===== config.mk =====
export PLATFORM = sky130hd
export DESIGN_NAME = fifo_wr_arbiter
export DESIGN_NICKNAME = d
export VERILOG_FILES = /design/src/rtl/fifo_arb_pkg.sv /design/src/rtl/fifo_wr_arbiter_rr_pick.sv /design/src/rtl/fifo_wr_arbiter.sv
export SDC_FILE = /design/constraint.sdc
export NUM_CORES = 1
export LEC_CHECK = 0
export BUFFER_PORTS_ARGS = -buffer_cell sky130_fd_sc_hd__clkbuf_2
export CAP_MARGIN = 20
export CORE_ASPECT_RATIO = 0.6
export CORE_UTILIZATION = 47
export DETAILED_ROUTE_END_ITERATION = 12
export GPL_TIMING_DRIVEN = 0
export PLACE_DENSITY = 0.85
export SLEW_MARGIN = 20
export SYNTH_ARGS = -nofsm -noshare
export SYNTH_HDL_FRONTEND = slang
export SYNTH_HIERARCHICAL = 1
export SYNTH_SLANG_ARGS = --single-unit

===== constraint.sdc =====
create_clock -name clk_i -period 6 [get_ports clk_i]
set_input_delay 1.2 -clock clk_i [delete_from_list [all_inputs] [get_ports clk_i]]
set_output_delay 1.2 -clock clk_i [all_outputs]
set_load 0.02 [all_outputs]

===== src/rtl/fifo_arb_pkg.sv =====
// fifo_arb_pkg: shared types and helpers for the debug-FIFO write arbiter
// and any sibling scheduler that reuses rr_pick.
//   arb_state_e  - arbiter FSM states
//   DEF_*        - default FIFO geometry
//   onehot()     - index to one-hot, sized for the largest supported requester count
package fifo_arb_pkg;

  typedef enum logic {
    ARB_IDLE   = 1'b0,
    ARB_LOCKED = 1'b1
  } arb_state_e;

  localparam int DEF_DATA_WIDTH = 32;
  localparam int DEF_DEPTH      = 16;

  // Upper bound on requesters; callers truncate the result to their own width.
  localparam int ARB_MAX_REQ = 8;
  localparam int ARB_IW      = 3;

  function automatic logic [ARB_MAX_REQ-1:0] onehot(input logic [ARB_IW-1:0] idx);
    return ARB_MAX_REQ'(1) << idx;
  endfunction

endpackage


===== src/rtl/fifo_wr_arbiter_rr_pick.sv =====
// rr_pick: combinational round-robin selector.
//   req_i   - request vector
//   ptr_i   - highest-priority index this cycle
//   idx_o   - first requesting index at or above ptr_i, wrapping N-1 -> 0
//   found_o - at least one request present
module rr_pick #(
  parameter  int N  = 4,
  localparam int IW = (N > 1) ? $clog2(N) : 1
) (
  input  logic [N-1:0]  req_i,
  input  logic [IW-1:0] ptr_i,
  output logic [IW-1:0] idx_o,
  output logic          found_o
);

  // Walk from the farthest candidate back to ptr_i so the nearest one wins.
  always_comb begin
    idx_o   = '0;
    found_o = 1'b0;
    for (int i = N - 1; i >= 0; i--) begin
      int c;
      c = int'(ptr_i) + i;
      if (c >= N) c = c - N;
      if (req_i[c]) begin
        idx_o   = IW'(c);
        found_o = 1'b1;
      end
    end
  end

endmodule


===== src/rtl/fifo_wr_arbiter.sv =====
// fifo_wr_arbiter: shares the debug FIFO write port between NUM_REQ requesters.
// Round-robin with packet locking, credit-based flow control.
//   clk_i, rst_i      - write-domain clock, sync active-high reset
//   req_valid_i/last  - per-requester beat valid / final beat of packet
//   req_data_i        - packed data, requester k at [k*DATA_WIDTH +: DATA_WIDTH]
//   req_ready_o       - per-requester accept (beat moves on valid&ready)
//   credit_ret_i      - one pulse per word drained on the read side
//   fifo_wen_o/wdata  - registered FIFO write strobe and data
//   grant_o           - one-hot current owner, 0 when none
//   credits_o         - free FIFO slots as seen by the writer
//   err_o             - sticky: credit returned while already full
module fifo_wr_arbiter
  import fifo_arb_pkg::*;
#(
  parameter  int NUM_REQ    = 4,
  parameter  int DATA_WIDTH = DEF_DATA_WIDTH,
  parameter  int DEPTH      = DEF_DEPTH,
  localparam int CNT_W      = $clog2(DEPTH) + 1
) (
  input  logic                          clk_i,
  input  logic                          rst_i,
  input  logic [NUM_REQ-1:0]            req_valid_i,
  input  logic [NUM_REQ*DATA_WIDTH-1:0] req_data_i,
  input  logic [NUM_REQ-1:0]            req_last_i,
  output logic [NUM_REQ-1:0]            req_ready_o,
  input  logic                          credit_ret_i,
  output logic                          fifo_wen_o,
  output logic [DATA_WIDTH-1:0]         fifo_wdata_o,
  output logic [NUM_REQ-1:0]            grant_o,
  output logic [CNT_W-1:0]              credits_o,
  output logic                          err_o
);

  localparam int IW = $clog2(NUM_REQ);

  arb_state_e              state_q, state_d;
  logic [IW-1:0]           ptr_q, ptr_d;
  logic [IW-1:0]           owner_q, owner_d;
  logic [CNT_W-1:0]        credits_q, credits_d;
  logic                    err_q, err_d;
  logic                    wen_q;
  logic [DATA_WIDTH-1:0]   wdata_q;

  logic [NUM_REQ-1:0][DATA_WIDTH-1:0] req_data;
  logic [IW-1:0]           pick_idx, sel_idx, sel_nxt;
  logic                    pick_found, sel_ok, has_credit, xfer;

  assign req_data = req_data_i;

  rr_pick #(.N(NUM_REQ)) u_pick (
    .req_i   (req_valid_i),
    .ptr_i   (ptr_q),
    .idx_o   (pick_idx),
    .found_o (pick_found)
  );

  always_comb begin
    state_d     = state_q;
    ptr_d       = ptr_q;
    owner_d     = owner_q;
    credits_d   = credits_q;
    err_d       = err_q;
    grant_o     = '0;
    req_ready_o = '0;

    has_credit = (credits_q != '0);
    sel_idx    = pick_idx;
    sel_ok     = pick_found;
    if (state_q == ARB_LOCKED) begin
      sel_idx = owner_q;
      sel_ok  = 1'b1;
    end
    sel_nxt = (sel_idx == IW'(NUM_REQ - 1)) ? '0 : sel_idx + 1'b1;

    // A locked owner keeps its grant through credit starvation; an idle
    // pick is only advertised when it could actually move a beat. Ready
    // sees registered credits only, never credit_ret_i.
    if (!rst_i && sel_ok && (state_q == ARB_LOCKED || has_credit))
      grant_o = NUM_REQ'(onehot(ARB_IW'(sel_idx)));
    if (has_credit)
      req_ready_o = grant_o;

    xfer = |(req_valid_i & req_ready_o);

    if (xfer) begin
      if (req_last_i[sel_idx]) begin
        state_d = ARB_IDLE;
        ptr_d   = sel_nxt;
      end else begin
        state_d = ARB_LOCKED;
        owner_d = sel_idx;
      end
    end

    unique case ({xfer, credit_ret_i})
      2'b10:   credits_d = credits_q - 1'b1;
      2'b01: begin
        if (credits_q == CNT_W'(DEPTH)) err_d = 1'b1;
        else                            credits_d = credits_q + 1'b1;
      end
      default: ;
    endcase
  end

  always_ff @(posedge clk_i) begin
    if (rst_i) begin
      state_q   <= ARB_IDLE;
      ptr_q     <= '0;
      owner_q   <= '0;
      credits_q <= CNT_W'(DEPTH);
      err_q     <= 1'b0;
      wen_q     <= 1'b0;
      wdata_q   <= '0;
    end else begin
      state_q   <= state_d;
      ptr_q     <= ptr_d;
      owner_q   <= owner_d;
      credits_q <= credits_d;
      err_q     <= err_d;
      wen_q     <= xfer;
      if (xfer) wdata_q <= req_data[sel_idx];
    end
  end

  assign fifo_wen_o   = wen_q;
  assign fifo_wdata_o = wdata_q;
  assign credits_o    = credits_q;
  assign err_o        = err_q;

endmodule


# Yosys cells after proc, flatten, opt, wreduce, memory -nomap -nowiden
# Index checks and enable logic that the tools add are counted.
# totals
out_inout_bits,47
wordCells,81
in_bits,139
ff_bits,44
# classes
addsub,10
n_reduce_logical,11
shifts,1
bitwise_logic,2
muxes,36
magnitude_cmp,9
eq_ne,5
# op_table
operator,n
$mux 32,5
$lt 32x4->1 const B,4
$ge 32x4->1 const B,3
$sub 32x4->32 const B,3
$bmux 32 s2,1
$mux 1,15
$mux 2,6
$bmux 1 s2,5
$pmux 5 s2,1
$mux 4,2
$reduce_and 2->1,4
$add 2x2->3 const B,2
$add 5x1->5 const B,1
$eq 5x5->1 const B,1
$mux 5,1
$reduce_bool 5->1,1
$sub 5x1->5 const B,1
$and 4x4->4,1
$eq 2x2->1 const B,2
$reduce_or 4->1,1
$shl 1x2->4 const A,1
$sub 2x3->4 const B,1
$add 2x1->3 const B,1
$ge 2x3->1 const B,1
9 further kinds,10

# Depth between registers and ports, before layout
# Gate-level depths: netlist of run 1.
# logic_depth
ltp_word,20
mapped_depth,18
depth_no_buf,16

# Modules after synthesis
# Netlist of run 1, hierarchy kept.
# by_module_without_submodules
mod,seq_area_each_um2,cells_each,instances,area_each_um2
fifo_wr_arbiter,880.8,444,1,2860.2
rr_pick,0.0,13,1,77.6

# Least setup slack after synthesis of run 1
# OpenSTA, ideal clock, no wires.
# synth_timing
path_type,input port to flip-flop
startpoint,input port req_valid_i[3]
endpoint,"register credits_q[4], in the netlist credits_o[4]"
t_arrival_ns,4.430
setup_time_ns,0.072
n_path_buf,2
required_time_ns,5.928
stages,16
slack_ns,1.498
cell_sequence,nand2b_1 -> a211oi_1 -> nor2_1 -> mux2i_2 -> clkinv_1 -> clkbuf_1 -> ha_1 -> a22o_1 -> o221ai_4 -> buf_4 -> nand2_1 -> ha_1 -> nor2b_1 -> o21a_1 -> o31ai_1 -> mux2i_1
# synth_via
elab_cells_between_ends,35
classes_between,eq/ne (3); shift (1); mux (25); bitwise (1); reduce/logical (5)
# synth_rtl
item,line,text
from (decl),fifo_wr_arbiter.sv:22,"input logic [NUM_REQ-1:0] req_valid_i,"
$bmux 1 s2,fifo_wr_arbiter_rr_pick.sv:24,if (req_i[c]) begin
$mux 1 (implied by the code) (2 in series),fifo_wr_arbiter_rr_pick.sv:24,
$mux 2 (3 in series),fifo_wr_arbiter_rr_pick.sv:24,
$mux 2 (*),fifo_wr_arbiter_rr_pick.sv:24,
via pick_idx[1],fifo_wr_arbiter.sv:45,"logic [IW-1:0] pick_idx, sel_idx, sel_nxt;"
$mux 2 (*),fifo_wr_arbiter.sv:69,if (state_q == ARB_LOCKED) begin
via sel_idx[1],fifo_wr_arbiter.sv:45,
$shl 1x2->4 (*),fifo_arb_pkg.sv:21,return ARB_MAX_REQ'(1) << idx;
$mux 4 (*),fifo_wr_arbiter.sv:78,if (!rst_i && sel_ok && (state_q == ARB_LOCKED || has_credit))
$mux 4 (*),fifo_wr_arbiter.sv:80,if (has_credit)
$and 4x4->4 (*),fifo_wr_arbiter.sv:83,xfer = |(req_valid_i & req_ready_o);
$reduce_or 4->1 (*),fifo_wr_arbiter.sv:83,
$eq 2x1->1 / $eq 2x2->1 (equally long branches),fifo_wr_arbiter.sv:95,"unique case ({xfer, credit_ret_i})"
$ne 2x2->1 (no line) / $reduce_bool 2->1 (equally long branches),n/a,
$reduce_and 2->1 (no line),n/a,
to (signal assigned),fifo_wr_arbiter.sv:110,credits_q <= CNT_W'(DEPTH);
to (signal assigned),fifo_wr_arbiter.sv:118,credits_q <= credits_d;
to (decl),fifo_wr_arbiter.sv:39,"logic [CNT_W-1:0] credits_q, credits_d;"
# The timed path passes the listed nets; every way through them passes the cells marked *. The select of a mux whose other input is x is not followed.
# A chain may end at the register's enable or synchronous reset.

# Final worst setup path of run 1
# Same ends and word-level chain as after synthesis.

==> out/results.env, run 1 <==
FIN_CRIT_SH_PCT=84.6
GR-USAGE-MET1_PCT=41.0
CLK_PIN_SLEW_PS=90
SYNTH_CELL_TYPES=41
NUM_IO_PINS=186
OVERALL_ROUTED_NET_LENGTH_UM=9930
GRT_PASS1_VIAS=3438
CP_NUM_BUF_INV=4
LAYOUT.NETS=795
GROUTE.LAYER.MET3.USAGE_PCT=6.21
REGISTER_CELL_AREA_AFTER_LAYOUT_UM2=881
COMMONEST_REGISTER_CELL_AFTER_SYNTHESIS='sky130_fd_sc_hd__dfxtp_1'
AREA_GROWTH_SYN_TO_LAYOUT_PCT=38.5
GPL.FINAL_WEIGHTED_CONGESTION=0.903
WIRE_PER_INST_UM=13.6
MAX_SLEW_MARGIN_PCT=61.0
MAPPED_NETS=604
MAX_CAP_VIOLATIONS=0
FLOORPLAN.ROWS=21
SYNTH-SEQ-CELLS=44
CLK-INSERTION-DELAY-LATE_PS=300
GRT_UTIL_ALL_LAYERS_PCT=30.2
NUMBER_OF_ANTENNA_VIOLATIONS_AT_THE_FIRST_CHECK_IN_GLOBAL_ROUTING=0
SYNTH_ASYNC_SR_FLOP_SHARE_PCT=0
INSERTEDDIODECOUNT=0
TIMING_MAX_TRANSITION_VIOLATIONS_FINAL=0
HOLD_VIOLATIONS=0
GRT_PASS1_WL_UM=15900
FIRST_PASS_ITERS=5
VDD.IR_DROP.WORST_mV=0.187
ADDER_AND_MAJORITY_GATE_PORTION_OF_THE_SYNTHESIZED_AREA_PCT=3.66
POST_SYNTH_EDFFS=0
GLOBAL_ROUTE.OVERFLOW_TOTAL=0
SWSHARE_PCT=49.7
MAIN_COMBINATIONAL_CELL_FAMILY_BY_AREA_AFTER_SYNTHESIS='simple AND/OR/NAND/NOR gates'
TIMING.CLOCK.SKEW_PS=6.83
INITIAL_CELL_DENSITY_OF_THE_CORE_PCT=50.6
CRITICAL_PATH_REQUIRED_PS=6230
LAYOUT-DRIVE-GT1-SHARE_PCT=32.4
GRT.MET2_USAGE_PCT=49.1
TOTAL_NUMBER_OF_VIAS=3870
BUFS_ON_LONGEST_CLOCK_PATH=2
TIMING.HOLD.WS_PS=465
CLOCK-SINKS=44
POWER.SWITCHING_mW=0.904
LAYOUT_COMMON_CELLS='184 x sky130_fd_sc_hd__clkbuf_2, 164 x sky130_fd_sc_hd__nand2_1, 97 x sky130_fd_sc_hd__nand3_1, 44 x sky130_fd_sc_hd__dfxtp_1, 37 x sky130_fd_sc_hd__a21oi_1'
DETAILED_PLACE_HPWL_UM=7900
WORSTPATHMAXFANOUT=11
YOSYS.AREA_SHARE.SIMPLE_PCT=43.1
DRT.ANTENNA.VIOLATING_NETS=0
YOSYSWARNINGS=6
FINAL.MIN_CLOCK_PERIOD_PS=5080
CTS_SETUP_BUFFERS=0
CTSRESIZECOUNT=0
CP_SLOWEST_STAGE_DELAY_PS=430
POWER.DENSITY_CELL_AREA_nW_PER_UM2=447
CP-END-KIND='register'
CTS_HOLD_BUFFERS=0
LAYOUT.FILLER_CELLS=530
SEQ_AREA_FRAC_SYNTH_PCT=30.0
ARRIVAL_PS=5310
LARGEST_NET_DEGREE_AT_THE_START_OF_GLOBAL_ROUTING=15
FMAXACHIEVABLE_GHz=0.197
TIMING.SETUP.CRITICAL_PATH_CLASS='input pin to register'
CP-START-KIND='input pin'
HTREE_LEVELS=2
SYNTH_XOR_XNOR_AREA_SHARE_PCT=1.19
FINAL-SETUP-VIOL-COUNT=0
MULTIINPUTGATEAREA_UM2=1870
CRITICAL-PATH-TOP-DELAY-FAMILY='compound AO/OA/AOI/OAI gates'
GRT-BUSIEST-LAYER='met2'
CORE_AREA_UM2=5810
POWER.SHARE.CLOCK_PCT=12.7
SYNTHMUXAREASHARE_PCT=3.24
P_INT_mW=0.915
PORT_BUFFERS=184
CTS_MADE_BUFFERS=5
SYN_AREA_UM2=2940
SYN_AREA_PER_CELL_UM2=6.43
SEQUENTIALPOWERSHARE_PCT=25.1
TIMING_WORST_SLEW_PIN_VALUE_PS=585
SYN_INST=457
CLOCK_TREE_FROM_TRITONCTS='done'
COMBINATIONAL_CELL_FRACTION_OF_TOTAL_POWER_PCT=62.3
CRITICAL_PATH.CELL_CHAIN='clkbuf_2 -> nand2b_1 -> a211oi_1 -> nor2_1 -> mux2i_2 -> clkinv_1 -> clkbuf_1 -> ha_1 -> a22o_1 -> o221ai_4 -> buf_4 -> nand2_1 -> ha_1 -> nor2b_1 -> o21a_1 -> o31ai_1 -> mux2i_1'
WORST_PATH_MAX_DELAY_CELL='sky130_fd_sc_hd__mux2i_2'
TIMING.HOLD.WORST.CLASS='register to register'
SETUP_REPAIR_AFTER_GLOBAL_ROUTING_MISSED_ITS_MARGIN='no'
DIE_H_UM=63.2
FINAL_CORE_UTIL_PCT=70.1
CPMOSTUSEDCELL='sky130_fd_sc_hd__ha_1'
DIE-WIDTH_UM=104
STATUS='completed'
DETAIL_ROUTE.ITER0.VIOLATIONS=183
POST_DRT_VIA_CELL_RATIO=5.31
CLOCK_TREE.ROOT_CELL='sky130_fd_sc_hd__clkbuf_8'
DETAIL_ROUTE.DRC_VIOLATIONS=0
SYNTH_COMPOUND_AREA_SHARE_PCT=12.4
STATIC_LEAKAGE_nW=2.07
FINAL.SETUP.TNS_PS=0
MOSTFREQUENTLAYOUTCELL='sky130_fd_sc_hd__clkbuf_2'
DIE_AREA_UM2=6580
[cells by family (layout without fill, tap and decap cells)]
family / Yosys count / in the layout
compound gates: 58 / 58
flops: 44 / 44
xor+xnor: 4 / 4
simple gates: 291 / 291
buf+inv: 43 / 235
fa+ha+maj: 8 / 8
mux: 9 / 9
[final cells by class]
class / count / area share, %
Clock buffer: 5 / 1.69
Timing Repair Buffer: 184 / 22.6
Multi-Input combinational cell: 370 / 45.9
Inverter: 10 / 0.922
Clock inverter: 3 / 1.05
Sequential cell: 44 / 21.6
Buffer: 33 / 3.69
Tap cell: 80 / 2.46
[cell usage after synthesis, types with 2 or more instances]
cell type / number / area share [%]
sky130_fd_sc_hd__a21oi_1: 37 / 6.3
sky130_fd_sc_hd__a22o_1: 2 / 0.60
sky130_fd_sc_hd__a22oi_1: 3 / 0.77
sky130_fd_sc_hd__and2_1: 8 / 1.7
sky130_fd_sc_hd__buf_1: 6 / 0.77
sky130_fd_sc_hd__buf_2: 3 / 0.51
sky130_fd_sc_hd__buf_4: 4 / 1.0
sky130_fd_sc_hd__clkbuf_1: 19 / 2.4
sky130_fd_sc_hd__dfxtp_1: 44 / 30
sky130_fd_sc_hd__ha_1: 7 / 3.0
sky130_fd_sc_hd__inv_1: 7 / 0.89
sky130_fd_sc_hd__inv_2: 2 / 0.26
sky130_fd_sc_hd__mux2i_1: 7 / 2.4
sky130_fd_sc_hd__nand2_1: 164 / 21
sky130_fd_sc_hd__nand2b_1: 2 / 0.43
sky130_fd_sc_hd__nand3_1: 97 / 17
sky130_fd_sc_hd__nor2_1: 12 / 1.5
sky130_fd_sc_hd__nor2b_1: 2 / 0.43
sky130_fd_sc_hd__o21ai_0: 5 / 0.85
sky130_fd_sc_hd__or3_1: 2 / 0.43
sky130_fd_sc_hd__xnor2_1: 4 / 1.2
[power groups by stage]
stage	Combinational, mW	Clock, mW	Sequential (mW)
4_1_cts	1.12	0.232	0.452
5_1_grt	1.24	0.250	0.466
3_5_place_dp	1.12	0	0.458
6_report	1.13	0.231	0.456
3_3_place_gp	1.09	0	0.454
2_1_floorplan	0.703	0	0.538
[path summary, 6_finish.rpt]
path	slack, ps	cells after the start	end	from
worst max register to register	1550	16	credits_o[4]	ptr_q[1]
worst min register to register	460	2	fifo_wdata_o[27]	fifo_wdata_o[27]
worst min-delay path	460	2	fifo_wdata_o[27]	fifo_wdata_o[27]
worst max-delay path	920	17	credits_o[4]	req_valid_i[3]
[flip-flops by register name (all words and copies together), names as in the netlist]
name          count
fifo_wdata_o     32
credits_o         5
ptr_q             2
fifo_wen_o        1
err_o             1
state_q           1
owner_q           2
[through the flow]
| step | setup slack [ps] | area (um^2) | power [mW] | cells |
|---|---|---|---|---|
| 6_report | 921 | 4070 | 1.82 | 729 |
| 5_1_grt | 656 | 4070 | 1.96 | 729 |
| 4_1_cts | 974 | 4070 | 1.81 | 729 |
| 3_5_place_dp | 660 | 3960 | 1.58 | 721 |
| 3_3_place_gp | 789 | 3960 | 1.55 | 721 |
| 2_1_floorplan | 1500 | 2940 | 1.24 | 457 |
[metal layers]
layer	routed length [um]	share of wire (%)	vias up
met1	4380	44	1734
met4	109	1.1	0
met3	950	9.6	16
li1	-	-	1904
met5	0	0	-
met2	4490	45	216
[worst min-delay path: stages (launching register included)]
cell and delay (ps):
sky130_fd_sc_hd__dfxtp_1 320, sky130_fd_sc_hd__nand2_1 50, sky130_fd_sc_hd__a21oi_1 50
(Power assumes the default switching activity.)
==> inputs of run 2 (changes only) <==
Settings changed: CORE_UTILIZATION 47 to 43, PLACE_DENSITY 0.85 to 0.79.
Clock period 6 ns to 5.08 ns, I/O delays scaled along.
==> run 2 against run 1 <==
Compared with the run above:
- clock skew is 1.7 ps lower
- wire length is 4.9% higher
- worst setup slack worse by 700 ps
- global-route usage is 1.0 points lower
- largest power group unchanged
- sequential share of layout area is 0.26 points lower
- die area is 9.1% higher
- count of clock-buffer cells in the layout stayed put
- critical path depth stayed put
- via count is 0.88% higher
- sequential power is 18% higher
- first-iteration DRC count is 63% higher
- combinational power is 19% higher
==> out/results.env, run 2 (synthesis gave the netlist of run 1 again) <==
GLOBAL_ROUTE.OVERFLOW_TOTAL=0
LAYOUT.FILLER_CELLS=620
VDD.IR_DROP.WORST_mV=0.260
LAYOUT-DRIVE-GT1-SHARE_PCT=32.3
FLOORPLAN.ROWS=22
CLOCK_TREE_FROM_TRITONCTS='done'
TOTAL_NUMBER_OF_VIAS=3904
MAX_SLEW_MARGIN_PCT=57.1
GPL.FINAL_WEIGHTED_CONGESTION=0.887
SETUP_REPAIR_AFTER_GLOBAL_ROUTING_MISSED_ITS_MARGIN='no'
FINAL-SETUP-VIOL-COUNT=0
BUFS_ON_LONGEST_CLOCK_PATH=2
DETAILED_PLACE_HPWL_UM=8200
DIE_AREA_UM2=7180
FIN_CRIT_SH_PCT=95.6
NUM_IO_PINS=186
LAYOUT.NETS=795
AREA_GROWTH_SYN_TO_LAYOUT_PCT=40.2
CLOCK_TREE.ROOT_CELL='sky130_fd_sc_hd__clkbuf_16'
CP-END-KIND='register'
INITIAL_CELL_DENSITY_OF_THE_CORE_PCT=46.2
CLK_PIN_SLEW_PS=60
GRT_PASS1_VIAS=3583
TIMING.CLOCK.SKEW_PS=5.12
CLOCK-SINKS=44
NUMBER_OF_ANTENNA_VIOLATIONS_AT_THE_FIRST_CHECK_IN_GLOBAL_ROUTING=0
TIMING.SETUP.CRITICAL_PATH_CLASS='input pin to register'
PORT_BUFFERS=184
FMAXACHIEVABLE_GHz=0.206
OVERALL_ROUTED_NET_LENGTH_UM=10400
POST_DRT_VIA_CELL_RATIO=5.34
GRT_PASS1_WL_UM=16300
FIRST_PASS_ITERS=5
LARGEST_NET_DEGREE_AT_THE_START_OF_GLOBAL_ROUTING=13
DETAIL_ROUTE.ITER0.VIOLATIONS=299
DRT.ANTENNA.VIOLATING_NETS=0
CTS_MADE_BUFFERS=5
POWER.DENSITY_CELL_AREA_nW_PER_UM2=543
CRITICAL_PATH_REQUIRED_PS=5290
WORSTPATHMAXFANOUT=11
CTS_HOLD_BUFFERS=0
TIMING.HOLD.WS_PS=455
DIE_H_UM=66.0
HTREE_LEVELS=2
LAYOUT_COMMON_CELLS='184 x sky130_fd_sc_hd__clkbuf_2, 164 x sky130_fd_sc_hd__nand2_1, 97 x sky130_fd_sc_hd__nand3_1, 44 x sky130_fd_sc_hd__dfxtp_1, 37 x sky130_fd_sc_hd__a21oi_1'
DETAIL_ROUTE.DRC_VIOLATIONS=0
HOLD_VIOLATIONS=0
WIRE_PER_INST_UM=14.2
TIMING_WORST_SLEW_PIN_VALUE_PS=643
TIMING.HOLD.WORST.CLASS='register to register'
FINAL_CORE_UTIL_PCT=64.8
LARGEST_REGISTER_FF_COUNT=32
TIMING_MAX_TRANSITION_VIOLATIONS_FINAL=0
MAX_CAP_VIOLATIONS=0
MOSTFREQUENTLAYOUTCELL='sky130_fd_sc_hd__clkbuf_2'
STATUS='completed'
ARRIVAL_PS=5060
INSERTEDDIODECOUNT=0
CORE_AREA_UM2=6360
FINAL.MIN_CLOCK_PERIOD_PS=4860
CLK-INSERTION-DELAY-LATE_PS=280
CP-START-KIND='input pin'
GRT_UTIL_ALL_LAYERS_PCT=29.2
STATIC_LEAKAGE_nW=2.09
DIE-WIDTH_UM=109
==> run 2: cell count changes in the layout (fill, tap and decap cells not counted) <==
cell and change:
sky130_fd_sc_hd__clkinv_1 -1, sky130_fd_sc_hd__clkbuf_16 +5, sky130_fd_sc_hd__inv_2 +1, sky130_fd_sc_hd__clkinv_2 -1, sky130_fd_sc_hd__clkinvlp_4 -1, sky130_fd_sc_hd__clkbuf_8 -5
==> run 2: per-stage QoR <==
| stage | setup TNS, ps | total power [mW] | instance area, um^2 | cells | setup slack [ps] |
|---|---|---|---|---|---|
| floorplan | 0 | 1.46 | 2940 | 457 | 762 |
| global placement | -67.6 | 1.83 | 3960 | 725 | -67.6 |
| detailed placement | -209 | 1.87 | 3960 | 725 | -202 |
| CTS | 0 | 2.23 | 4120 | 731 | 47.2 |
| global route | 0 | 2.41 | 4120 | 731 | 11.5 |
| finish | 0 | 2.24 | 4120 | 731 | 225 |
==> run 2: worst paths after layout <==
kind,startpoint,cells after the start,slack (ps),end
worst min register to register,fifo_wdata_o[16],2,460,fifo_wdata_o[16]
worst min-delay path,fifo_wdata_o[16],2,460,fifo_wdata_o[16]
worst max-delay path,req_valid_i[3],17,220,credits_o[4]
worst max register to register,ptr_q[0],16,720,credits_o[4]
==> run 2: cell type report <==
| class | instances | area [um^2] | area share [%] |
|---|---|---|---|
| repair buffers | 184 | 921 | 22.4 |
| clock inverters | 1 | 30.0 | 0.729 |
| inverters | 10 | 37.5 | 0.911 |
| clock buffers | 5 | 125 | 3.04 |
| plain buffers | 33 | 150 | 3.65 |
| flip-flops and latches | 44 | 881 | 21.4 |
| well taps | 84 | 105 | 2.55 |
| multi-input cells | 370 | 1870 | 45.4 |
==> run 2: critical path, cell delays in order <==
cell and delay (ps):
sky130_fd_sc_hd__clkbuf_2 120, sky130_fd_sc_hd__nand2b_1 150, sky130_fd_sc_hd__a211oi_1 260, sky130_fd_sc_hd__nor2_1 80, sky130_fd_sc_hd__mux2i_2 490, sky130_fd_sc_hd__inv_2 210
sky130_fd_sc_hd__clkbuf_1 320, sky130_fd_sc_hd__ha_1 320, sky130_fd_sc_hd__a22o_1 270, sky130_fd_sc_hd__o221ai_4 240, sky130_fd_sc_hd__buf_4 230, sky130_fd_sc_hd__nand2_1 150
sky130_fd_sc_hd__ha_1 360, sky130_fd_sc_hd__nor2b_1 150, sky130_fd_sc_hd__o21a_1 190, sky130_fd_sc_hd__o31ai_1 270, sky130_fd_sc_hd__mux2i_1 220
==> run 2: where the power goes <==
part / total (mW) / leakage [nW] / switching (mW) / internal [mW]
clock: 0.350 / 0.0757 / 0.124 / 0.226
sequential: 0.540 / 0.359 / 0.0892 / 0.450
combinational: 1.35 / 1.66 / 0.862 / 0.485
==> run 2: repair_timing <==
action | 4_1_cts | 5_1_grt
setup buffers | 0 | 0
endpoints found under the setup margin | 0 | 2
resized for setup | 0 | 1
==> run 2: routing by layer <==
metal | GRT usage, % | routed length (um)
met2 | 50.8 | 4860
met1 | 37.5 | 4460
met3 | 5.91 | 1010
met5 | 0 | 0
met4 | 5.74 | 82
==> inputs of run 3 (changes only) <==
Settings changed: REMOVE_ABC_BUFFERS set to 1.
==> run 3 against run 2 <==
Compared with the run above:
- global-route usage shrank 1.2 points
- via count decreased by 3.4%
- count of clock-buffer cells in the layout up 2
- maximum frequency up 6.0%
- final area rose by 1.5%
- clock skew is 1.0 ps higher
- register-to-register slack improved by 170 ps
- combinational power increased by 4%
- hold slack about the same
- core utilization up 0.94 points
- worst setup slack better by 270 ps
- cell count fell by 2.6%
- critical path type unchanged
- largest cell class unchanged
- highest routed layer unchanged
==> out/results.env, run 3 (synthesis gave the netlist of run 1 again) <==
STATUS='completed'
FINAL.SETUP.WORST_SLACK_PS=498
DIE_H_UM=66.0
WIRE_PER_INST_UM=14.0
WORST_PATH_MAX_DELAY_CELL='sky130_fd_sc_hd__o221ai_4'
TOTAL_NUMBER_OF_VIAS=3770
VDD.IR_DROP.WORST_mV=0.263
CLOCK_TREE_FROM_TRITONCTS='done'
AREA_GROWTH_SYN_TO_LAYOUT_PCT=42.2
DETAILED_PLACE_HPWL_UM=6830
OVERALL_POWER_mW=2.32
INITIAL_CELL_DENSITY_OF_THE_CORE_PCT=46.2
TIMING_WORST_SLEW_PIN_VALUE_PS=1000
FINAL-SETUP-VIOL-COUNT=0
CP_SLOWEST_STAGE_DELAY_PS=460
PLACE_WS_PS=-997
CPMOSTUSEDCELL='sky130_fd_sc_hd__ha_1'
CTS_MADE_BUFFERS=5
FIN_CRIT_SH_PCT=90.2
CP_NUM_BUF_INV=2
CLOCK-SINKS=44
CP_NUM_CELLS=15
TIMING.HOLD.WS_PS=455
FINALNONFILLERCELLS=712
STATIC_LEAKAGE_nW=2.11
FIRST_PASS_ITERS=5
FLOORPLAN.ROWS=22
LARGEST_NET_DEGREE_AT_THE_START_OF_GLOBAL_ROUTING=70
HOLD_PATH_DEPTH=2
LAYOUT_COMMON_CELLS='185 x sky130_fd_sc_hd__clkbuf_2, 164 x sky130_fd_sc_hd__nand2_1, 97 x sky130_fd_sc_hd__nand3_1, 44 x sky130_fd_sc_hd__dfxtp_1, 37 x sky130_fd_sc_hd__a21oi_1'
GPL.FINAL_WEIGHTED_CONGESTION=0.818
PLACED_CELLS=696
DETAIL_ROUTE.DRC_VIOLATIONS=0
POSTPLACECELLAREA_UM2=3910
TIMING.HOLD.WORST.CLASS='register to register'
DIE-WIDTH_UM=109
MAX_SLEW_MARGIN_PCT=33.1
GRT_PASS1_WL_UM=15800
R2R.WORST_PATH.CELLS=16
GRT_PASS1_VIAS=3391
HTREE_LEVELS=2
GLOBAL_ROUTE.OVERFLOW_TOTAL=0
GRT_UTIL_ALL_LAYERS_PCT=28.0
TIMING_MAX_TRANSITION_VIOLATIONS_FINAL=0
CLK_PIN_SLEW_PS=60
MAX_CAP_VIOLATIONS=0
CP-END-KIND='register'
LAYOUT.CELL_AREA.NON_FILLER_UM2=4180
CLOCK_TREE.ROOT_CELL='sky130_fd_sc_hd__clkbuf_16'
CTS_HOLD_BUFFERS=0
SETUP_REPAIR_AFTER_GLOBAL_ROUTING_MISSED_ITS_MARGIN='no'
CORE_AREA_UM2=6360
TIMING.CLOCK.SKEW_PS=6.14
CP-START-KIND='input pin'
BUFS_ON_LONGEST_CLOCK_PATH=2
WORSTPATHMAXFANOUT=35
LARGEST_REGISTER_FF_COUNT=32
CRITICAL_PATH.CELL_CHAIN='clkbuf_2 -> nand2b_1 -> a211oi_1 -> nor2_1 -> mux2i_4 -> clkinv_4 -> ha_1 -> a22o_1 -> o221ai_4 -> nand2_1 -> ha_1 -> nor2b_1 -> o21a_1 -> o31ai_1 -> mux2i_1'
ARRIVAL_PS=4790
POWER.DENSITY_CELL_AREA_nW_PER_UM2=556
LAYOUT-DRIVE-GT1-SHARE_PCT=34.4
FINAL.MIN_CLOCK_PERIOD_PS=4580
FMAXACHIEVABLE_GHz=0.218
DIE_AREA_UM2=7180
HOLD_VIOLATIONS=0
DRT.ANTENNA.VIOLATING_NETS=0
CLK-INSERTION-DELAY-LATE_PS=280
OVERALL_ROUTED_NET_LENGTH_UM=10000
TIMING.SETUP.CRITICAL_PATH_CLASS='input pin to register'
INSERTEDDIODECOUNT=0
DETAIL_ROUTE.ITER0.VIOLATIONS=212
CRITICAL_PATH_REQUIRED_PS=5290
MOSTFREQUENTLAYOUTCELL='sky130_fd_sc_hd__clkbuf_2'
NUM_IO_PINS=186
POST_DRT_VIA_CELL_RATIO=5.29
NUMBER_OF_ANTENNA_VIOLATIONS_AT_THE_FIRST_CHECK_IN_GLOBAL_ROUTING=0
CRITICAL-PATH-TOP-DELAY-FAMILY='compound AO/OA/AOI/OAI gates'
PORT_BUFFERS=185
LAYOUT.NETS=774
==> run 3: worst paths after layout <==
kind	endpoint	slack [ps]	start
setup / recovery	credits_o[4]	500	req_valid_i[3]
hold / removal	fifo_wdata_o[18]	460	fifo_wdata_o[18]
setup reg to reg	credits_o[4]	890	ptr_q[1]
hold reg to reg	fifo_wdata_o[18]	460	fifo_wdata_o[18]
==> run 3: final cells by class <==
type	count	area, um^2
Multi-Input combinational cell	372	1920
Tap cell	84	105
Sequential cell	44	881
Timing Repair Buffer	194	1040
Clock inverter	1	30.0
Clock buffer	7	153
Inverter	10	45.0
Fill cell	597	2180
==> run 3: worst register-to-register path, stage by stage (launching register included) <==
cell                       delay (ps)
sky130_fd_sc_hd__dfxtp_1          460
sky130_fd_sc_hd__nand2b_1         150
sky130_fd_sc_hd__a21oi_1           70
sky130_fd_sc_hd__a211oi_2         270
sky130_fd_sc_hd__mux2i_4          150
sky130_fd_sc_hd__inv_4            500
sky130_fd_sc_hd__ha_1             390
sky130_fd_sc_hd__a22o_1           350
sky130_fd_sc_hd__o221ai_4         290
sky130_fd_sc_hd__nand2_1          240
sky130_fd_sc_hd__inv_1            110
sky130_fd_sc_hd__fa_1             420
sky130_fd_sc_hd__nor2b_1          140
sky130_fd_sc_hd__o21a_1           170
sky130_fd_sc_hd__o22ai_2           80
sky130_fd_sc_hd__o31ai_1          120
sky130_fd_sc_hd__mux2i_1          220
==> run 3: through the flow <==
stage	setup TNS (ps)	util, %
final	0	65.7
after global routing	0	65.7
after CTS	0	65.0
after detailed placement	-22150	61.5
after global placement	-223140	60.1
after floorplan	-96600	-
==> run 3: where the power goes <==
part / switching [mW] / internal [mW]
registers: 0.0902 / 0.450
logic: 0.875 / 0.523
clock network: 0.127 / 0.259
total: 1.09 / 1.23
==> run 3: timing repair <==
action / in CTS / in global routing
resized for setup: 2 / 0
gates cloned: 2 / 0
setup buffers: 0 / 5
pin swaps: 1 / 0
endpoints found under the setup margin: 41 / 2
==> run 3: metal layers <==
metal	GRT usage, %	wire length [um]	vias to the layer above
li1	-	-	1878
met1	35.7	4420	1710
met3	7.49	921	12
met2	47.9	4580	170
met5	0	0	-
met4	4.73	76	0
